### src/rtl/branch_predictor_pkg.sv
// Shared definitions for the branch unit: opcode masks, condition codes,
// 2-bit counter encodings and the decode/saturating-step helpers.
package branch_predictor_pkg;

    localparam int OPCODESIZE  = 11;
    localparam int REGADDRSIZE = 5;
    localparam int FLAGSIZE    = 4;

    // Each branch class is matched as (opcode & MASK) == VALUE.
    localparam logic [OPCODESIZE-1:0] OP_B_MASK     = 11'b111111_00000;
    localparam logic [OPCODESIZE-1:0] OP_B          = 11'b000101_00000;
    localparam logic [OPCODESIZE-1:0] OP_CB_MASK    = 11'b1111111_0000;
    localparam logic [OPCODESIZE-1:0] OP_CB         = 11'b1011010_0000;
    localparam logic [OPCODESIZE-1:0] OP_BFLAG_MASK = 11'b11111111_000;
    localparam logic [OPCODESIZE-1:0] OP_BFLAG      = 11'b01010100_000;

    typedef enum logic [3:0] {
        COND_EQ = 4'h0, COND_NE = 4'h1, COND_HS = 4'h2, COND_LO = 4'h3,
        COND_MI = 4'h4, COND_PL = 4'h5, COND_VS = 4'h6, COND_VC = 4'h7,
        COND_HI = 4'h8, COND_LS = 4'h9, COND_GE = 4'hA, COND_LT = 4'hB,
        COND_GT = 4'hC, COND_LE = 4'hD
    } cond_e;

    typedef enum logic [1:0] {
        CNT_SNT = 2'b00,
        CNT_WNT = 2'b01,
        CNT_WT  = 2'b10,
        CNT_ST  = 2'b11
    } cnt_e;

    typedef enum logic [1:0] {
        BR_NONE,
        BR_B,
        BR_CB,
        BR_BCOND
    } br_kind_e;

    function automatic br_kind_e decode_branch(input logic [OPCODESIZE-1:0] op);
        if ((op & OP_B_MASK) == OP_B)
            return BR_B;
        else if ((op & OP_CB_MASK) == OP_CB)
            return BR_CB;
        else if ((op & OP_BFLAG_MASK) == OP_BFLAG)
            return BR_BCOND;
        else
            return BR_NONE;
    endfunction

    function automatic cnt_e cnt_step(input cnt_e c, input logic taken);
        case (c)
            CNT_SNT: return taken ? CNT_WNT : CNT_SNT;
            CNT_WNT: return taken ? CNT_WT  : CNT_SNT;
            CNT_WT:  return taken ? CNT_ST  : CNT_WNT;
            default: return taken ? CNT_ST  : CNT_WT;
        endcase
    endfunction

endpackage

### src/rtl/branch_predictor_cond_eval.sv
// Combinational condition-code evaluator: {N,Z,V,C} flags plus a 4-bit
// condition -> taken. Codes E and F are never taken.
module cond_eval
    import branch_predictor_pkg::*;
(
    input  logic [FLAGSIZE-1:0] flags_i,
    input  logic [3:0]          cond_i,
    output logic                taken_o
);

    logic n, z, v, c;
    assign {n, z, v, c} = flags_i;

    always_comb begin
        taken_o = 1'b0;
        case (cond_e'(cond_i))
            COND_EQ: taken_o = z;
            COND_NE: taken_o = ~z;
            COND_HS: taken_o = c;
            COND_LO: taken_o = ~c;
            COND_MI: taken_o = n;
            COND_PL: taken_o = ~n;
            COND_VS: taken_o = v;
            COND_VC: taken_o = ~v;
            COND_HI: taken_o = c & ~z;
            COND_LS: taken_o = ~(c & ~z);
            COND_GE: taken_o = (n == v);
            COND_LT: taken_o = (n != v);
            COND_GT: taken_o = ~z & (n == v);
            COND_LE: taken_o = ~(~z & (n == v));
            default: taken_o = 1'b0;
        endcase
    end

endmodule

### src/rtl/branch_predictor.sv
// 2-bit saturating-counter branch predictor with a registered resolver.
// Optional statistics counters are built only when BRANCH_STATS_EN is defined.
module branch_predictor
    import branch_predictor_pkg::*;
#(
    parameter int WORDSIZE = 64,
    parameter int IDXBITS  = 4,
    parameter int STATBITS = 16
) (
    input  logic                   clk,
    input  logic                   reset,
    input  logic                   pvalid,
    input  logic [WORDSIZE-1:0]    ppc,
    output logic                   ptakenvalid,
    output logic                   ptaken,
    input  logic                   rvalid,
    input  logic [WORDSIZE-1:0]    rpc,
    input  logic [OPCODESIZE-1:0]  ropcode,
    input  logic [WORDSIZE-1:0]    rreadreg2,
    input  logic [REGADDRSIZE-1:0] rrd,
    input  logic [FLAGSIZE-1:0]    rflags,
    input  logic                   rpredtaken,
    output logic                   resvalid,
    output logic                   restaken,
`ifdef BRANCH_STATS_EN
    output logic                   mispredict,
    output logic [STATBITS-1:0]    nbranches,
    output logic [STATBITS-1:0]    nmispredict
`else
    output logic                   mispredict
`endif
);

    localparam int DEPTH = 1 << IDXBITS;

    cnt_e [DEPTH-1:0]   table_q;
    cnt_e [DEPTH-1:0]   table_d;
    logic [IDXBITS-1:0] pidx;
    logic [IDXBITS-1:0] ridx;
    logic [1:0]         pent;
    br_kind_e           kind;
    logic               cond_taken;
    logic               taken;
    logic               upd_en;
    logic               mispredict_d;

    logic ptakenvalid_q, ptaken_q;
    logic resvalid_q, restaken_q, mispredict_q;

    // PCs are word aligned, so the low two bits never select an entry.
    assign pidx = ppc[IDXBITS+1:2];
    assign ridx = rpc[IDXBITS+1:2];
    assign pent = table_q[pidx];

    logic unused_bits;
    assign unused_bits = ^{ppc[WORDSIZE-1:IDXBITS+2], ppc[1:0],
                           rpc[WORDSIZE-1:IDXBITS+2], rpc[1:0],
                           rrd[REGADDRSIZE-1:4]};

    assign kind = decode_branch(ropcode);

    cond_eval u_cond_eval (
        .flags_i (rflags),
        .cond_i  (rrd[3:0]),
        .taken_o (cond_taken)
    );

    always_comb begin
        taken = 1'b0;
        case (kind)
            BR_B:     taken = 1'b1;
            BR_CB:    taken = (rreadreg2 == '0) ^ ropcode[3];
            BR_BCOND: taken = cond_taken;
            default:  taken = 1'b0;
        endcase
    end

    assign upd_en       = rvalid && (kind != BR_NONE);
    assign mispredict_d = rvalid && (taken != rpredtaken);

    genvar gi;
    generate
        for (gi = 0; gi < DEPTH; gi++) begin : g_entry
            assign table_d[gi] = (upd_en && (ridx == IDXBITS'(gi)))
                               ? cnt_step(table_q[gi], taken)
                               : table_q[gi];
        end
    endgenerate

    // Prediction reads table_q, so a same-cycle update is seen only next cycle.
    always_ff @(posedge clk) begin
        if (reset) begin
            for (int i = 0; i < DEPTH; i++)
                table_q[i] <= CNT_WNT;
            ptakenvalid_q <= 1'b0;
            ptaken_q      <= 1'b0;
            resvalid_q    <= 1'b0;
            restaken_q    <= 1'b0;
            mispredict_q  <= 1'b0;
        end else begin
            table_q       <= table_d;
            ptakenvalid_q <= pvalid;
            ptaken_q      <= pvalid & pent[1];
            resvalid_q    <= rvalid;
            restaken_q    <= rvalid & taken;
            mispredict_q  <= mispredict_d;
        end
    end

    assign ptakenvalid = ptakenvalid_q;
    assign ptaken      = ptaken_q;
    assign resvalid    = resvalid_q;
    assign restaken    = restaken_q;
    assign mispredict  = mispredict_q;

`ifdef BRANCH_STATS_EN
    logic [STATBITS-1:0] nbranches_q;
    logic [STATBITS-1:0] nmispredict_q;

    always_ff @(posedge clk) begin
        if (reset) begin
            nbranches_q   <= '0;
            nmispredict_q <= '0;
        end else begin
            if (upd_en && !(&nbranches_q))
                nbranches_q <= nbranches_q + STATBITS'(1);
            if (mispredict_d && !(&nmispredict_q))
                nmispredict_q <= nmispredict_q + STATBITS'(1);
        end
    end

    assign nbranches   = nbranches_q;
    assign nmispredict = nmispredict_q;
`else
    localparam int UNUSED_STATBITS = STATBITS;
`endif

endmodule

### config.mk
export PLATFORM = sky130hd
export DESIGN_NAME = branch_predictor
export DESIGN_NICKNAME = d
export VERILOG_FILES = /design/src/rtl/branch_predictor_pkg.sv /design/src/rtl/branch_predictor_cond_eval.sv /design/src/rtl/branch_predictor.sv
export SDC_FILE = /design/constraint.sdc
export NUM_CORES = 1
export LEC_CHECK = 0
export ABC_AREA = 1
export CAP_MARGIN = 30
export CORE_MARGIN = 4
export CORE_UTILIZATION = 36
export DETAILED_ROUTE_END_ITERATION = 10
export PLACE_DENSITY = 0.88
export RECOVER_POWER = 100
export SLEW_MARGIN = 40
export SYNTH_ARGS = -nofsm -noshare
export SYNTH_HDL_FRONTEND = slang
export SYNTH_SLANG_ARGS = --single-unit
### constraint.sdc
create_clock -name clk -period 4.17 [get_ports clk]
set_input_delay 0.417 -clock clk [delete_from_list [all_inputs] [get_ports clk]]
set_output_delay 0.417 -clock clk [all_outputs]
set_load 0.02 [all_outputs]
Yosys cells after proc, flatten, opt, wreduce, memory -nomap -nowiden:

Index checks and enable logic that the tools add are counted.

* word-level logic and storage cells: 167
* memory bits (read-only): 0
* register bits after elaboration: 37
* memory bits (writable): 0
* input port bits: 217
* memories: 0
* latch bits: 0

* reductions and logical operators: 38
* eq/ne operators: 69
* $mul: 0
* multiplexer cells: 27
* add/sub/neg operators: 0
* shifts and indexed selects: 0
* $lt $le $gt $ge: 1
* div/mod/pow operators: 0
* bitwise operators: 11

Operator list (number)
* 2-bit one-hot mux with 3 select lines: 16
* 64-bit zero test: 1
* 4-bit == test (second input constant): 14
* 2-bit == test (second input constant): 18
* 2-bit by 1-bit == test with 1-bit output (second input constant): 17
* 4-bit by 3-bit == test with 1-bit output (second input constant): 8
* 2-bit zero test: 16
* 1-bit logical AND: 18
* 4-bit by 2-bit == test with 1-bit output (second input constant): 4
* 1-bit one-hot mux with 14 select lines: 1
* 2-bit two-way mux: 6
* 2-bit binary-select mux with 4-bit select: 1
* 4-bit by 1-bit == test with 1-bit output (second input constant): 2
* 8-bit by 7-bit == test with 1-bit output (second input constant): 1
* 4-bit zero test: 2
* 7-bit == test (second input constant): 1
* 6-bit by 3-bit == test with 1-bit output (second input constant): 1
* 1-bit NOT: 6
* 4-bit by 5-bit less-than comparator with 1-bit output (second input constant): 1
* 1-bit AND: 4
* 1-bit one-hot mux with 3 select lines: 1
* 1-bit two-way mux: 2
* 1-bit inequality test: 2
* 2-bit nonzero test: 1
* other kinds (2): 2

Longest topological paths before layout:

Gate-level depths: netlist of the first run.

* depth after elaboration: 8
* gate-level depth with buffers: 14

Modules after synthesis:

Synthesis of the first run repeated with hierarchy kept, for this count alone.

* cell total of the unflattened synthesis: 460
* area total of the unflattened synthesis: 2691.3 µm²

By module, submodules not included
* branch_predictor: area each 2457.4 µm², times used 1, cells an instance 402
* cond_eval: area each 234.0 µm², times used 1, cells an instance 58

Worst setup path after synthesis of the first run:

Ideal clock, no wire load.

* path kind: input to register
* start point: input rflags[3]
* end point: register table_q[17] (netlist name)
* stages: 13
* library setup time: 113 ps
* data required time: 4057 ps
* slack: 2543 ps
* buffers on the path: 1
* arrival: 1514 ps
* path through: inv_1 nand2_1 nand2_2 nand2_1 nand2_1 inv_1 nor2_4 nand3_2 a21oi_4 nand2_4 buf_6 o21ai_1 inv_1

* longest elaborated chain between the ends: 7
* elaborated cells between the ends (all ways): 10
* those cells by class: 2 x eq/ne; 5 x mux; 3 x bitwise

RTL lines
* from (decl): RTL line branch_predictor.sv:21 `input logic [FLAGSIZE-1:0] rflags,`
* 1-bit == test: RTL line branch_predictor_cond_eval.sv:27, branch_predictor_cond_eval.sv:29, branch_predictor_cond_eval.sv:30
* 1-bit AND: RTL line branch_predictor_cond_eval.sv:29, branch_predictor_cond_eval.sv:30
* 1-bit NOT: RTL line branch_predictor_cond_eval.sv:30 `COND_LE: taken_o = ~(~z & (n == v));`
* 1-bit one-hot mux with 14 select lines *: RTL line branch_predictor_cond_eval.sv:16 `case (cond_e'(cond_i))`
* 1-bit one-hot mux with 3 select lines *: RTL line branch_predictor.sv:70 `case (kind)`
* 2-bit two-way mux (on tied branches): RTL line branch_predictor_pkg.sv:53, branch_predictor_pkg.sv:52
* 2-bit one-hot mux with 3 select lines *: RTL line branch_predictor_pkg.sv:50 `case (c)`
* to (signal assigned): RTL line branch_predictor.sv:101 `table_q <= table_d;`
* to (decl): RTL line branch_predictor.sv:36 `cnt_e [DEPTH-1:0] table_q;`

Every way passes the cells marked *; elsewhere a longest branch is shown, timed or not.
A chain may end at the register's enable or synchronous reset.

Final worst setup path of the first run:

* start point: input rrd[0]
* end point: register table_q[15] (netlist name)

* longest elaborated chain between the ends: 5
* elaborated cells between the ends (all ways): 19
* those cells by class: 13 x eq/ne; 5 x mux; 1 x reduce/logical

RTL lines
* from (decl): RTL line branch_predictor.sv:20 `input logic [REGADDRSIZE-1:0] rrd,`
* 4-bit == test, or another cell as far along: RTL line branch_predictor_cond_eval.sv:16
* 1-bit one-hot mux with 14 select lines *: RTL line branch_predictor_cond_eval.sv:16
* 1-bit one-hot mux with 3 select lines *: RTL line branch_predictor.sv:70
* 2-bit two-way mux (on tied branches): RTL line branch_predictor_pkg.sv:53, branch_predictor_pkg.sv:52
* 2-bit one-hot mux with 3 select lines *: RTL line branch_predictor_pkg.sv:50

Marks and branches as above.

==> results of run 1 <==
==> area by class of cell <==
class | count | share of cell area, %
Timing Repair Buffer | 98 | 25.80
Multi-Input combinational cell | 355 | 42.13
Sequential cell | 37 | 19.61
Tap cell | 99 | 3.279
Inverter | 71 | 7.055
Clock buffer | 8 | 2.120
==> worst min-delay path by stage <==
stage | from | to | slack, ns | cells after the start
finish | table_q[3] | table_q[3] | 0.49 | 2
detailed placement | table_q[3] | table_q[3] | 0.48 | 2
global route | table_q[11] | table_q[11] | 0.52 | 2
global placement | table_q[11] | table_q[11] | 0.46 | 2
CTS | table_q[3] | table_q[3] | 0.49 | 2
floorplan | table_q[11] | table_q[11] | 0.45 | 2
==> per-layer routing <==
| layer | share of wire [%] | track usage, % |
|---|---|---|
| met3 | 8.0 | 4.542 |
| met1 | 38 | 19.00 |
| met5 | 0 | 0 |
| met2 | 51 | 33.94 |
| met4 | 2.6 | 8.053 |
==> cells in the mapped netlist <==
cell type	instances	share of area, %
inv_2	2	0.28
inv_1	69	9.6
buf_1	1	0.14
nand2_2	1	0.23
o21ai_1	10	1.9
nand2_1	90	13
nor2_4	1	0.42
o21ai_0	29	5.4
a21oi_1	48	8.9
nand2_4	1	0.42
buf_4	1	0.28
o21ai_2	6	1.9
a21oi_4	1	0.60
nor2_2	3	0.70
nand4_1	19	4.4
nor2_1	114	16
clkbuf_1	6	0.83
buf_6	2	0.83
nand3_1	22	4.1
dfxtp_1	37	27
a21boi_0	1	0.28
nand3b_4	1	0.74
o21a_1	4	1.1
nand3b_1	1	0.28
nand3_2	2	0.74
nor3_1	1	0.19
==> worst max-delay path, delay by kind of cell <==
| kind | cells | cell delay (ns) |
|---|---|---|
| buf+inv | 4 | 1.01 |
| simple gates | 9 | 1.27 |
| compound gates | 1 | 0.40 |
==> state kept, by name, summed over array words and instances (netlist names) <==
name / cells
resvalid: 1
restaken: 1
ptaken: 1
ptakenvalid: 1
mispredict: 1
table_q: 32
==> power groups by stage <==
stage | clock [uW] | sequential, uW | combinational [uW]
floorplan | 0 | 367 | 57.3
CTS | 246 | 356 | 169
detailed placement | 0 | 364 | 168
global route | 258 | 356 | 181
global placement | 0 | 364 | 164
finish | 243 | 356 | 166
==> logic make-up after synthesis <==
| logic type | Yosys count | synth area share (%) |
|---|---|---|
| and+or+nand+nor | 256 | 40.55 |
| AOI/OAI and AO/OA | 99 | 20.07 |
| buffers and inverters | 81 | 11.96 |
| DFF | 37 | 27.43 |
==> per-stage QoR <==
| step | std cells | power (uW) | util (%) |
|---|---|---|---|
| floorplan | 473 | 424.0 | - |
| detailed placement | 660 | 532.4 | 51.65 |
| global placement | 660 | 528.6 | 51.65 |
| CTS | 668 | 770.6 | 52.75 |
| global route | 668 | 794.8 | 52.08 |
| finish | 668 | 764.8 | 52.08 |
==> impl_metrics.env, run 1 <==
export IMPL_final_nets=785
export IMPL_grt_total_usage_pct=18.17
export IMPL_syn_nets=690
export IMPL_drv_slew=36
export IMPL_endpoint="table_q[15]"
export IMPL_cts_buffers=5
export IMPL_grt_max_degree=36
export IMPL_hold_violations=0
export IMPL_antenna_left=0
export IMPL_clock_latency_ns=0.29
export IMPL_slowest_delay_ns=0.66
export IMPL_overflow=0
export IMPL_dr_pass1_iters=5
export IMPL_yosysUniqueCellTypes=26
export IMPL_p_switching_uw=194.1
export IMPL_setup_viol=0
export IMPL_place_gp_congestion=0.8922
export IMPL_num_vias=3348
export IMPL_swShare_pct=25.38
export IMPL_antenna_found_initial=0
export IMPL_final_cell_mix="nor2_1, nand2_1, clkdlybuf4s50_1, inv_1, a21oi_1"
export IMPL_grt_pass1_wl_microns=13120
export IMPL_cts_resized=0
export IMPL_post_route_period_util_pct=70.22
export IMPL_powerDensity_nw_per_um2=202.5
export IMPL_viasPerCell=5.012
export IMPL_ir_drop_v=0.0001065
export IMPL_arrival_ns=3.12
export IMPL_worst_ep_required_time_ns=4.36
export IMPL_internal_power_uw=570.8
export IMPL_finalSetupTns_ns=0
export IMPL_place_ws_ns=1.663
export IMPL_post_dp_cell_area_sq_um=3746
export IMPL_cts_sinks=37
export IMPL_tightest_slew_ns=1.578
export IMPL_start_util_pct=37.23
export IMPL_leakage_uw=0.001678
export IMPL_dieArea_sq_um=8950
export IMPL_worst_slack_ns=1.242
export IMPL_hold_ws_ns=0.4881
export IMPL_n_fill_cell=731
export IMPL_cts_tree="built"
export IMPL_max_freq_mhz=341.5
export IMPL_ys_seq_area_share_pct=27.43
export IMPL_r2r_end="ptaken"
export IMPL_htreeDepth=2
export IMPL_crit_top_cell="nand2_1"
export IMPL_worstPathMaxFanout=27
export IMPL_io_buffers=97
export IMPL_rsz0062_at_grt="false"
export IMPL_critPathCaptureType="flip-flop"
export IMPL_netlist_area_sq_um=2700
export IMPL_final_area_sq_um=3777
export IMPL_r2r_slack_ns=3.09
export IMPL_drive_gt1_share_pct=2.460
export IMPL_first_global_vias=3176
export IMPL_combinationalPowerShare_pct=21.7
export IMPL_cap_violations=1
export IMPL_ctsRootBufferMaster="clkbuf_8"
export IMPL_skew_ns=0.005112
export IMPL_crit_start="rrd[0]"
export IMPL_start_kind="input port"
export IMPL_synthToLayoutAreaGrowth_pct=39.90
export IMPL_seqCellArea_sq_um=740.7
export IMPL_post_cts_buffers=0
export IMPL_postSynthAreaPerCell_sq_um=5.708
export IMPL_multi_input_area_sq_um=1592
export IMPL_chipHeight_microns=94.61
export IMPL_antenna_cells=0
export IMPL_ys_warn_count=0
export IMPL_crit_path_cell_trace="clkdlybuf4s50_1 -> inv_1 -> nand2_1 -> nand2_1 -> nand3_1 -> nand2_1 -> nor2_2 -> nand3_2 -> a21oi_1 -> nand2_1 -> inv_1 -> nand2_1 -> nand2_1 -> inv_1"
export IMPL_power_frac_seq_pct=46.6
export IMPL_die_w_microns=94.61
export IMPL_worstHoldPathType="reg -> reg"
export IMPL_drc=0
export IMPL_ctsHoldBuffers=0
export IMPL_violations="capacitance limit, slew limit"
export IMPL_core_area_sq_um=7253
export IMPL_reg2reg_from="table_q[27]"
export IMPL_slew_headroom_pct=-5.184
export IMPL_rr_worst_depth=6
export IMPL_clockBufferDepth=2
export IMPL_min_period_ns=2.928
export IMPL_synth_cells=473
export IMPL_status="finished, violations left"
export IMPL_critPathSlowestCell="nand2_1"
export IMPL_hpwl_microns=6944
export IMPL_clkPwrFrac_pct=31.7
export IMPL_clk_pin_slew_worst_paths_ns=0.07
export IMPL_num_rows=31
export IMPL_crit_type="in -> reg"
export IMPL_wl_per_cell_microns=12.80
export IMPL_pin_count=222
export IMPL_wirelength_microns=8551
export IMPL_final_common_cell="nor2_1"
export IMPL_first_iter_violations=228
export IMPL_ys_ff_latch=37
No activity file was read; power rests on OpenSTA's default activity.
==> run 2: changes to the inputs <==
--- a/config.mk
+++ b/config.mk
@@ -8,9 +8,9 @@
 export ABC_AREA = 1
 export CAP_MARGIN = 30
 export CORE_MARGIN = 4
-export CORE_UTILIZATION = 36
+export CORE_UTILIZATION = 33
 export DETAILED_ROUTE_END_ITERATION = 10
-export PLACE_DENSITY = 0.88
+export PLACE_DENSITY = 0.82
 export RECOVER_POWER = 100
 export SLEW_MARGIN = 40
 export SYNTH_ARGS = -nofsm -noshare
==> constraint.sdc (replaced) <==
create_clock -name clk -period 3.1 [get_ports clk]
set_input_delay 0.31 -clock clk [delete_from_list [all_inputs] [get_ports clk]]
set_output_delay 0.31 -clock clk [all_outputs]
set_load 0.02 [all_outputs]
==> run 2 against run 1 <==
Effect of this change:
- the flow now finishes without violations
- critical endpoint is now table_q[13]
- cell count up 0.45%
- sequential share of layout area fell by 0.052 points
- die area increased by 8.3%
- non-clock buffer count unchanged
- worst setup slack worse by 0.59 ns
- critical path type unchanged
==> impl_metrics.env, run 2 (synthesized netlist as in run 1, its figures left out) <==
export IMPL_crit_type="in -> reg"
export IMPL_slew_headroom_pct=11.00
export IMPL_overflow=0
export IMPL_viasPerCell=4.881
export IMPL_finalSetupTns_ns=0
export IMPL_worstPathMaxFanout=17
export IMPL_core_area_sq_um=7848
export IMPL_skew_ns=0.007230
export IMPL_final_area_sq_um=3787
export IMPL_first_iter_violations=213
export IMPL_clockBufferDepth=2
export IMPL_antenna_left=0
export IMPL_place_gp_congestion=0.8719
export IMPL_clk_pin_slew_worst_paths_ns=0.07
export IMPL_die_w_microns=98.46
export IMPL_grt_pass1_wl_microns=13030
export IMPL_antenna_cells=0
export IMPL_dieArea_sq_um=9693
export IMPL_num_vias=3275
export IMPL_powerDensity_nw_per_um2=272.6
export IMPL_post_dp_cell_area_sq_um=3745
export IMPL_synthToLayoutAreaGrowth_pct=40.27
export IMPL_ctsRootBufferMaster="clkbuf_8"
export IMPL_min_period_ns=2.447
export IMPL_hold_end="table_q[5]"
export IMPL_cts_sinks=37
export IMPL_drive_gt1_share_pct=3.163
export IMPL_cap_violations=0
export IMPL_num_rows=32
export IMPL_worst_ep_required_time_ns=3.29
export IMPL_arrival_ns=2.64
export IMPL_chipHeight_microns=98.46
export IMPL_drv_slew=0
export IMPL_worstHoldPathType="reg -> reg"
export IMPL_ctsHoldBuffers=0
export IMPL_largest_register="table_q"
export IMPL_final_common_cell="nor2_1"
export IMPL_internal_power_uw=763.7
export IMPL_final_util_pct=48.26
export IMPL_final_nets=785
export IMPL_hold_path_depth=2
export IMPL_p_switching_uw=268.8
export IMPL_antenna_found_initial=0
export IMPL_largest_reg_flops=32
export IMPL_rr_worst_depth=6
export IMPL_combinationalPowerShare_pct=21.6
export IMPL_power_frac_seq_pct=46.4
export IMPL_max_freq_mhz=408.7
export IMPL_dr_pass1_iters=5
export IMPL_hpwl_microns=6575
export IMPL_grt_total_usage_pct=16.03
export IMPL_r2r_slack_ns=2.01
export IMPL_setup_viol=0
export IMPL_ir_drop_v=0.0001358
export IMPL_rsz0062_at_grt="false"
export IMPL_cts_tree="built"
export IMPL_io_buffers=97
export IMPL_clkPwrFrac_pct=32.0
export IMPL_power_uw=1032
export IMPL_post_route_period_util_pct=78.93
export IMPL_hold_violations=0
export IMPL_swShare_pct=26.03
export IMPL_first_global_vias=3057
export IMPL_htreeDepth=2
export IMPL_pin_count=222
export IMPL_status="completed"
export IMPL_start_kind="input port"
export IMPL_cts_resized=0
export IMPL_wirelength_microns=7971
export IMPL_wl_per_cell_microns=11.88
export IMPL_cts_buffers=5
export IMPL_final_cell_mix="nor2_1, nand2_1, clkdlybuf4s50_1, inv_1, a21oi_1"
export IMPL_hold_ws_ns=0.4952
export IMPL_post_cts_buffers=0
export IMPL_r2r_end="ptaken"
export IMPL_hp_start="table_q[5]"
export IMPL_start_util_pct=34.41
export IMPL_grt_max_degree=31
export IMPL_drc=0
export IMPL_tightest_slew_ns=1.335
export IMPL_clock_latency_ns=0.29
export IMPL_critPathCaptureType="flip-flop"
export IMPL_leakage_uw=0.001677
export IMPL_reg2reg_from="table_q[19]"
==> run 2: area by class of cell <==
class                           count  area, sq um
Sequential cell                    37        740.7
Timing Repair Buffer               98        972.2
Fill cell                         802         4060
Inverter                           71        266.5
Clock buffer                        6        72.57
Tap cell                          102        127.6
Multi-Input combinational cell    355         1598
Clock inverter                      2        10.01
==> run 2: how the worst max path moves through the flow <==
stage,from,endpoint,slack (ns),cells after the start
6_report,ropcode[5],table_q[13],0.65,12
5_1_grt,ropcode[5],table_q[13],0.39,12
4_1_cts,rreadreg2[32],mispredict,0.95,13
3_5_place_dp,rreadreg2[32],mispredict,0.64,13
3_3_place_gp,rreadreg2[32],mispredict,0.67,13
2_1_floorplan,rflags[3],table_q[17],1.58,13
==> run 2: worst max-delay path, stage by stage <==
cell and delay [ns]:
dlygate4sd3_1 0.52, inv_1 0.04, nor2_1 0.16, nand4_1 0.17, nand3_1 0.51, nand2_1 0.10, nor2_1 0.34, nand2_1 0.17
a21oi_1 0.14, nand2_1 0.06, nand2_1 0.06, inv_1 0.04
==> run 2: power by group through the flow <==
stage          sequential, uW  combinational (uW)  clock [uW]
3_5_place_dp              490                 225           0
3_3_place_gp              490                 224           0
4_1_cts                   479                 226         334
2_1_floorplan             493                77.1           0
5_1_grt                   479                 245         354
6_report                  479                 223         331
==> run 2: stage by stage <==
stage / setup slack, ns / std cells
after floorplan: 1.580 / 473
after global placement: 0.6706 / 663
after detailed placement: 0.6377 / 663
after CTS: 0.9499 / 671
after global routing: 0.3861 / 671
final: 0.6532 / 671
==> run 2: metal layers <==
metal	GRT usage, %	wire, microns
met1	20.98	3648
met2	26.16	3358
met3	5.025	887
met4	3.151	77
met5	0	0
